[src/rtl/wsg_nch.sv]
// wsg_nch: multi-channel wavetable sound generator.
// Once per sample period the channels are visited in turn (fetch a ROM sample,
// wait for the data, accumulate the scaled contribution and advance the phase).
// The saturated mix is then presented on SOUT together with a one-cycle strobe.
module wsg_nch #(
   parameter int NCH    = 8,
   parameter int FW     = 20,
   parameter int WW     = 4,
   parameter int VW     = 4,
   parameter int OW     = 8,
   parameter int CLKDIV = 1000
) (
   input  logic                   CLK24M,
   input  logic                   RESET,
   input  logic [$clog2(NCH)+2:0] ADDR,
   input  logic [7:0]             DATA,
   input  logic                   WE,
   input  logic                   SND_ENABLE,
   output logic [7:0]             WAVE_AD,
   output logic                   WAVE_RD,
   input  logic [WW-1:0]          WAVE_DT,
   output logic [OW-1:0]          SOUT,
   output logic                   SAMPLE_STB
);

   localparam int CW = $clog2(NCH);
   localparam int SW = WW + CW;
   localparam int DW = $clog2(CLKDIV);
   localparam int PW = WW + VW;
   localparam logic [31:0] OMAX = (32'd1 << OW) - 32'd1;

   typedef enum logic [2:0] {
      S_IDLE,
      S_FETCH,
      S_WAIT,
      S_ACC,
      S_OUT
   } state_t;

   state_t          state_q, state_d;
   logic [DW-1:0]   cnt_q, cnt_d;
   logic [CW-1:0]   ch_q, ch_d;
   logic [SW-1:0]   sum_q, sum_d;
   logic [WW-1:0]   sample_q, sample_d;
   logic [14:0]     lfsr_q, lfsr_d;
   logic [OW-1:0]   sout_q, sout_d;
   logic            stb_q, stb_d;
   logic            tick;

   // Per-channel views used by the sequencer, indexed by the current channel.
   logic [VW-1:0]   vol_a   [NCH];
   logic [2:0]      wsel_a  [NCH];
   logic            noise_a [NCH];
   logic            fzero_a [NCH];
   logic [4:0]      ptop_a  [NCH];

   // DATA[7] has no register field; kept visible so the bit is consumed.
   logic            unused_data;
   assign unused_data = DATA[7];

   for (genvar gi = 0; gi < NCH; gi++) begin : g_ch
      logic [VW-1:0] vol_q, vol_d;
      logic [FW-1:0] freq_q, freq_d;
      logic [2:0]    wsel_q, wsel_d;
      logic          noise_q, noise_d;
      logic [FW-1:0] c_q, c_d;
      logic          sel;

      assign sel         = WE && (ADDR[CW+2:3] == CW'(gi));
      assign vol_a[gi]   = vol_q;
      assign wsel_a[gi]  = wsel_q;
      assign noise_a[gi] = noise_q;
      assign fzero_a[gi] = (freq_q == '0);
      assign ptop_a[gi]  = c_q[FW-1 -: 5];

      // Register writes land immediately; the phase advances only in this channel's ACC slot.
      always_comb begin
         vol_d   = vol_q;
         freq_d  = freq_q;
         wsel_d  = wsel_q;
         noise_d = noise_q;
         c_d     = c_q;
         if (sel) begin
            case (ADDR[2:0])
               3'd3: vol_d = DATA[VW-1:0];
               3'd4: freq_d[7:0] = DATA;
               3'd5: freq_d[15:8] = DATA;
               3'd6: begin
                  freq_d[FW-1:16] = DATA[FW-17:0];
                  wsel_d          = DATA[6:4];
               end
               3'd7: noise_d = DATA[0];
               default: ;
            endcase
         end
         if ((state_q == S_ACC) && (ch_q == CW'(gi))) begin
            c_d = c_q + freq_q;
         end
      end

      // Channel register and phase accumulator storage.
      always_ff @(posedge CLK24M or posedge RESET) begin
         if (RESET) begin
            vol_q   <= '0;
            freq_q  <= '0;
            wsel_q  <= '0;
            noise_q <= 1'b0;
            c_q     <= '0;
         end else begin
            vol_q   <= vol_d;
            freq_q  <= freq_d;
            wsel_q  <= wsel_d;
            noise_q <= noise_d;
            c_q     <= c_d;
         end
      end
   end

   // Contribution of the current channel: top WW bits of sample*volume.
   logic [WW-1:0]  smp;
   logic [PW-1:0]  prod;
   logic [WW-1:0]  contrib;
   logic [SW:0]    dbl;
   logic [OW-1:0]  sat;

   assign smp     = noise_a[ch_q] ? {WW{lfsr_q[0]}} : sample_q;
   assign prod    = PW'(smp) * PW'(vol_a[ch_q]);
   assign contrib = fzero_a[ch_q] ? '0 : WW'(prod >> VW);
   assign dbl     = {sum_q, 1'b0};
   assign sat     = (32'(dbl) > OMAX) ? OW'(OMAX) : OW'(dbl);
   assign tick    = (cnt_q == DW'(CLKDIV - 1));

   // Sequencer next-state, ROM interface and mix/output computation.
   always_comb begin
      state_d  = state_q;
      cnt_d    = tick ? '0 : cnt_q + DW'(1);
      ch_d     = ch_q;
      sum_d    = sum_q;
      sample_d = sample_q;
      lfsr_d   = lfsr_q;
      sout_d   = sout_q;
      stb_d    = 1'b0;
      WAVE_AD  = 8'd0;
      WAVE_RD  = 1'b0;
      case (state_q)
         S_IDLE: begin
            if (tick) begin
               state_d = S_FETCH;
               ch_d    = '0;
               sum_d   = '0;
            end
         end
         S_FETCH: begin
            WAVE_AD = {wsel_a[ch_q], ptop_a[ch_q]};
            WAVE_RD = !noise_a[ch_q];
            state_d = S_WAIT;
         end
         S_WAIT: begin
            sample_d = WAVE_DT;
            state_d  = S_ACC;
         end
         S_ACC: begin
            sum_d = sum_q + SW'(contrib);
            if (ch_q == CW'(NCH - 1)) begin
               state_d = S_OUT;
            end else begin
               ch_d    = ch_q + CW'(1);
               state_d = S_FETCH;
            end
         end
         S_OUT: begin
            sout_d  = SND_ENABLE ? sat : '0;
            stb_d   = 1'b1;
            lfsr_d  = {lfsr_q[13:0], lfsr_q[14] ^ lfsr_q[13]};
            state_d = S_IDLE;
         end
         default: state_d = S_IDLE;
      endcase
   end

   // Sequencer, divider, mix and output registers.
   always_ff @(posedge CLK24M or posedge RESET) begin
      if (RESET) begin
         state_q  <= S_IDLE;
         cnt_q    <= '0;
         ch_q     <= '0;
         sum_q    <= '0;
         sample_q <= '0;
         lfsr_q   <= 15'h0001;
         sout_q   <= '0;
         stb_q    <= 1'b0;
      end else begin
         state_q  <= state_d;
         cnt_q    <= cnt_d;
         ch_q     <= ch_d;
         sum_q    <= sum_d;
         sample_q <= sample_d;
         lfsr_q   <= lfsr_d;
         sout_q   <= sout_d;
         stb_q    <= stb_d;
      end
   end

   assign SOUT       = sout_q;
   assign SAMPLE_STB = stb_q;

endmodule

[config.mk]
export PLATFORM = sky130hd
export DESIGN_NAME = wsg_nch
export DESIGN_NICKNAME = d
export VERILOG_FILES = /design/src/rtl/wsg_nch.sv
export SDC_FILE = /design/constraint.sdc
export NUM_CORES = 1
export LEC_CHECK = 0
export BUFFER_PORTS_ARGS = -buffer_cell sky130_fd_sc_hd__buf_2
export CORE_MARGIN = 3
export CORE_UTILIZATION = 55
export CTS_CLUSTER_DIAMETER = 150
export DETAILED_ROUTE_END_ITERATION = 6
export GPL_TIMING_DRIVEN = 0
export PLACE_DENSITY = 0.71
export SLEW_MARGIN = 20
export SYNTH_ARGS = -nofsm -noshare
export SYNTH_HDL_FRONTEND = slang
export SYNTH_SLANG_ARGS = --single-unit
[constraint.sdc]
create_clock -name CLK24M -period 25.8 [get_ports CLK24M]
set_clock_uncertainty 0.2 [all_clocks]
set_input_delay 1.29 -clock CLK24M [delete_from_list [all_inputs] [get_ports CLK24M]]
set_output_delay 1.29 -clock CLK24M [all_outputs]
set_load 0.01 [all_outputs]
==> flow_summary.json <==
{
  "switchingPower_uw": 428,
  "p_leak_nw": 13.1,
  "drc": 0,
  "cts_resized": 0,
  "worstPathCellList": "buf_6 > clkbuf_1 > clkbuf_1 > mux4_2 > mux2i_1 > or2_2 > fa_1 > fa_1 > inv_1 > ha_1 > nand3_1 > o41ai_2 > a21oi_2 > xnor2_1 > nand2_1 > inv_1 > ha_1 > a21o_1 > a21oi_1 > nor2b_1 > o21ai_0 > a21o_1 > nand2_1 > o31ai_1",
  "grt_max_degree": 100,
  "crit_path_start_kind": "register",
  "final.min_clock_period_ns": 6.87,
  "synth-main-ff-cell": "dfrtp_1",
  "clock_power_share_pct": 43.3,
  "clk_transition_reported_paths_ns": 0.06,
  "synth-seq-cells": 434,
  "h-tree-depth": 2,
  "start_util_pct": 56.1,
  "antenna_found_initial": 4,
  "portBuffers": 32,
  "power_frac_seq_pct": 45.2,
  "worst_pin_slew_ns": 1.14,
  "drt_wl_total_um": 61900,
  "insertion_delay_ns": 0.58,
  "grt_pass1_wl_um": 101000,
  "tritoncts": "built",
  "synth_fa_ha_area_share_pct": 9.62,
  "cp.buffers_inverters": 5,
  "syn_nets": 2593,
  "setup_viol": 0,
  "cap_violations": 0,
  "synth-seq-area-share_pct": 43.5,
  "async_flop_share_pct": 100,
  "cts_buffer_depth": 3,
  "synth_warnings": 0,
  "p_int_mw": 1.27,
  "slowest_stage": "clkbuf_1",
  "syn_inst": 2386,
  "rsz0062_at_grt": "no",
  "root_buffer": "clkbuf_16",
  "fmax_mhz": 146,
  "setup.worst_path.end_class": "register",
  "hold_path_class": "register to register",
  "firstDrtPassIters": 7,
  "drtIter0Drc": 1268,
  "area_delta_synth_final_pct": 10.9,
  "final_nets": 2679,
  "rows": 77,
  "final_core_util_pct": 62.3,
  "combPwrFrac_pct": 11.4,
  "wl_per_cell_um": 20.0,
  "synth_top_family_by_area": "multiplexers",
  "grt-ovfl-total": 0,
  "synth_area_mm2": 0.0250,
  "synth-edff-count": 0,
  "synthMuxAreaShare_pct": 14.3,
  "ir_drop_uv": 49.5,
  "slew_violations": 0,
  "num-fill-cells": 3585,
  "critPathArrivalTime_ns": 7.15,
  "slew_headroom_pct": 24.3,
  "core_mm2": 0.0445,
  "cts_setup_buffers": 0,
  "synthSimpleGateAreaFrac_pct": 13.4,
  "pin_count": 40,
  "synth-compound-area-share_pct": 12.6,
  "cts.sinks": 434,
  "die-area_mm2": 0.0480,
  "p_per_area_mw_per_mm2": 61.4,
  "critical_path_class": "register to register",
  "tns_ns": 0,
  "hold_violations": 0,
  "synth-xor-area-share_pct": 4.07,
  "die_y_um": 219,
  "cts_buffers": 48,
  "swShare_pct": 25.2,
  "cp.required_ns": 26.08,
  "path_max_fanout": 10,
  "place_hpwl_um": 44600,
  "ant_nets": 0,
  "routabilityCongestion": 0.900,
  "grt_usage_pct": 26.4,
  "drive_gt1_share_pct": 17.1,
  "synth_cell_type_count": 77,
  "critPathTopFamily": "buffers and inverters",
  "hold_buffers": 0,
  "min_period_over_period_pct": 26.6,
  "critical_path.max_stage_delay_ns": 0.84,
  "first_global_vias": 19045,
  "fin_total_pwr_mw": 1.70,
  "die_x_um": 219,
  "status": "finished, final reports clean",
  "syn_area_per_cell_um2": 10.5,
  "drt-vias-per-instance": 6.08,
  "vias": 18852
}
area by class of cell:
| cell class | count | area, um^2 | area share [%] |
|---|---|---|---|
| multi-input combinational | 1792 | 13500 | 48.8 |
| sequential | 434 | 10900 | 39.2 |
| clock buffer | 69 | 1430 | 5.17 |
| tap | 592 | 741 | 2.67 |
| buffer | 80 | 313 | 1.13 |
| inverter | 80 | 308 | 1.11 |
| timing repair buffer | 36 | 270 | 0.975 |
| clock inverter | 17 | 263 | 0.948 |
| antenna | 3 | 7.51 | 0.0271 |
worst register-to-register path, stage by stage (launching register included):
cell and delay [ns]:
dfrtp_1 0.40, buf_6 0.16, clkbuf_1 0.85, clkbuf_1 0.69, mux4_2 0.46, mux2i_1 0.42, or2_2 0.21, fa_1 0.44
fa_1 0.55, inv_1 0.05, ha_1 0.26, nand3_1 0.07, o41ai_2 0.35, a21oi_2 0.15, xnor2_1 0.14, nand2_1 0.11
inv_1 0.06, ha_1 0.27, a21o_1 0.16, a21oi_1 0.21, nor2b_1 0.07, o21ai_0 0.23, a21o_1 0.15, nand2_1 0.05
o31ai_1 0.06
per-layer routing:
metal	track usage (%)	vias to the layer above	share of wire, %
met4	9.14	4	3.6
li1	-	8844	-
met3	4.57	149	5.6
met5	0	-	0.034
met1	35.9	9369	44
met2	43.1	486	47
registers in the layout, indices dropped and copies added (netlist names), 4 cells and up:
| name | count |
|---|---|
| g_ch.vol_q | 32 |
| g_ch.c_q | 160 |
| g_ch.freq_q | 160 |
| SOUT | 7 |
| sample_q | 4 |
| g_ch.noise_q | 8 |
| g_ch.wsel_q | 24 |
| cnt_q | 10 |
| lfsr_q | 15 |
| sum_q | 7 |
cells in the mapped netlist, types with 4 or more instances:
| cell type | instances | area share [%] |
|---|---|---|
| a211o_1 | 5 | 0.18 |
| a211oi_1 | 22 | 0.66 |
| a21boi_0 | 8 | 0.24 |
| a21o_1 | 47 | 1.4 |
| a21oi_1 | 97 | 1.9 |
| a311oi_1 | 5 | 0.18 |
| a31o_2 | 5 | 0.18 |
| a31oi_1 | 16 | 0.40 |
| and2_1 | 10 | 0.25 |
| and3_1 | 12 | 0.30 |
| buf_1 | 6 | 0.090 |
| clkbuf_1 | 71 | 1.1 |
| dfrtp_1 | 433 | 43 |
| fa_1 | 12 | 0.96 |
| ha_1 | 173 | 8.7 |
| inv_1 | 80 | 1.2 |
| mux2_2 | 253 | 11 |
| mux2i_1 | 12 | 0.48 |
| mux4_2 | 24 | 2.2 |
| nand2_1 | 269 | 4.0 |
| nand2b_1 | 24 | 0.60 |
| nand3_1 | 34 | 0.68 |
| nand3b_1 | 4 | 0.12 |
| nand4_1 | 20 | 0.50 |
| nor2_1 | 120 | 1.8 |
| nor2b_1 | 32 | 0.80 |
| nor3_1 | 54 | 1.1 |
| nor3b_1 | 16 | 0.48 |
| nor4_1 | 32 | 0.80 |
| nor4b_1 | 6 | 0.21 |
| o2111ai_1 | 5 | 0.18 |
| o21a_1 | 18 | 0.54 |
| o21ai_0 | 191 | 3.8 |
| o21ai_1 | 6 | 0.12 |
| o21bai_1 | 10 | 0.30 |
| o31a_1 | 4 | 0.14 |
| o31ai_1 | 29 | 0.87 |
| or2_2 | 10 | 0.25 |
| or3_1 | 17 | 0.43 |
| or4_1 | 17 | 0.51 |
| xnor2_1 | 56 | 2.0 |
| xor2_1 | 60 | 2.1 |
worst paths after layout:
check / depth (start not counted) / slack (ns) / start / endpoint
setup / recovery: 24 / 18.93 / ch_q[0] / sum_q[5]
hold / removal: 1 / 0.27 / cnt_q[0] / cnt_q[0]
setup reg to reg: 24 / 18.93 / ch_q[0] / sum_q[5]
hold reg to reg: 1 / 0.27 / cnt_q[0] / cnt_q[0]
max in group asynchronous: 5 / 23.13 / RESET / g_ch[6].c_q[6]
min in group asynchronous: 2 / 0.51 / RESET / g_ch[0].c_q[9]
power by group through the flow:
| stage | logic [mW] | registers (mW) | clock network, mW |
|---|---|---|---|
| 2_1_floorplan | 0.152 | 0.765 | 0 |
| 3_3_place_gp | 0.182 | 0.780 | 0 |
| 3_5_place_dp | 0.193 | 0.781 | 0 |
| 4_1_cts | 0.194 | 0.769 | 0.751 |
| 5_1_grt | 0.216 | 0.775 | 0.780 |
| 6_report | 0.194 | 0.770 | 0.738 |
metrics by stage:
step,worst slack (ns),hold slack [ns],cell area [um^2],cells
floorplan,12.22,0.233,25000,2386
global placement,7.62,0.245,25900,3010
detailed placement,18.97,0.261,26000,3014
CTS,18.94,0.269,27700,3100
global route,18.50,0.294,27700,3102
finish,18.93,0.269,27700,3103
cells in the final DEF, fill, tap and decap left out, types with 17 or more instances in the layout:
cell type    n
a211oi_1    22
a21o_1      47
a21oi_1     97
buf_2       33
clkbuf_1    78
clkbuf_16   49
dfrtp_1    433
ha_1       173
inv_1       79
mux2_2     253
mux4_2      24
nand2_1    269
nand2b_1    24
nand3_1     34
nand4_1     20
nor2_1     120
nor2b_1     32
nor3_1      54
nor4_1      32
o21a_1      18
o21ai_0    191
o31ai_1     29
or3_1       17
or4_1       17
xnor2_1     56
xor2_1      60
cells by family (layout without fill, tap and decap cells):
| logic type | count (synthesis) | in the layout |
|---|---|---|
| xor gates and xnor gates | 116 | 116 |
| and+or+nand+nor | 691 | 691 |
| other | 1 | 4 |
| buffers and inverters | 160 | 282 |
| adders and majority gates | 185 | 185 |
| DFF | 434 | 434 |
| AOI/OAI and AO/OA | 507 | 507 |
| muxes | 292 | 292 |
Power figures use the tool's default switching activity.
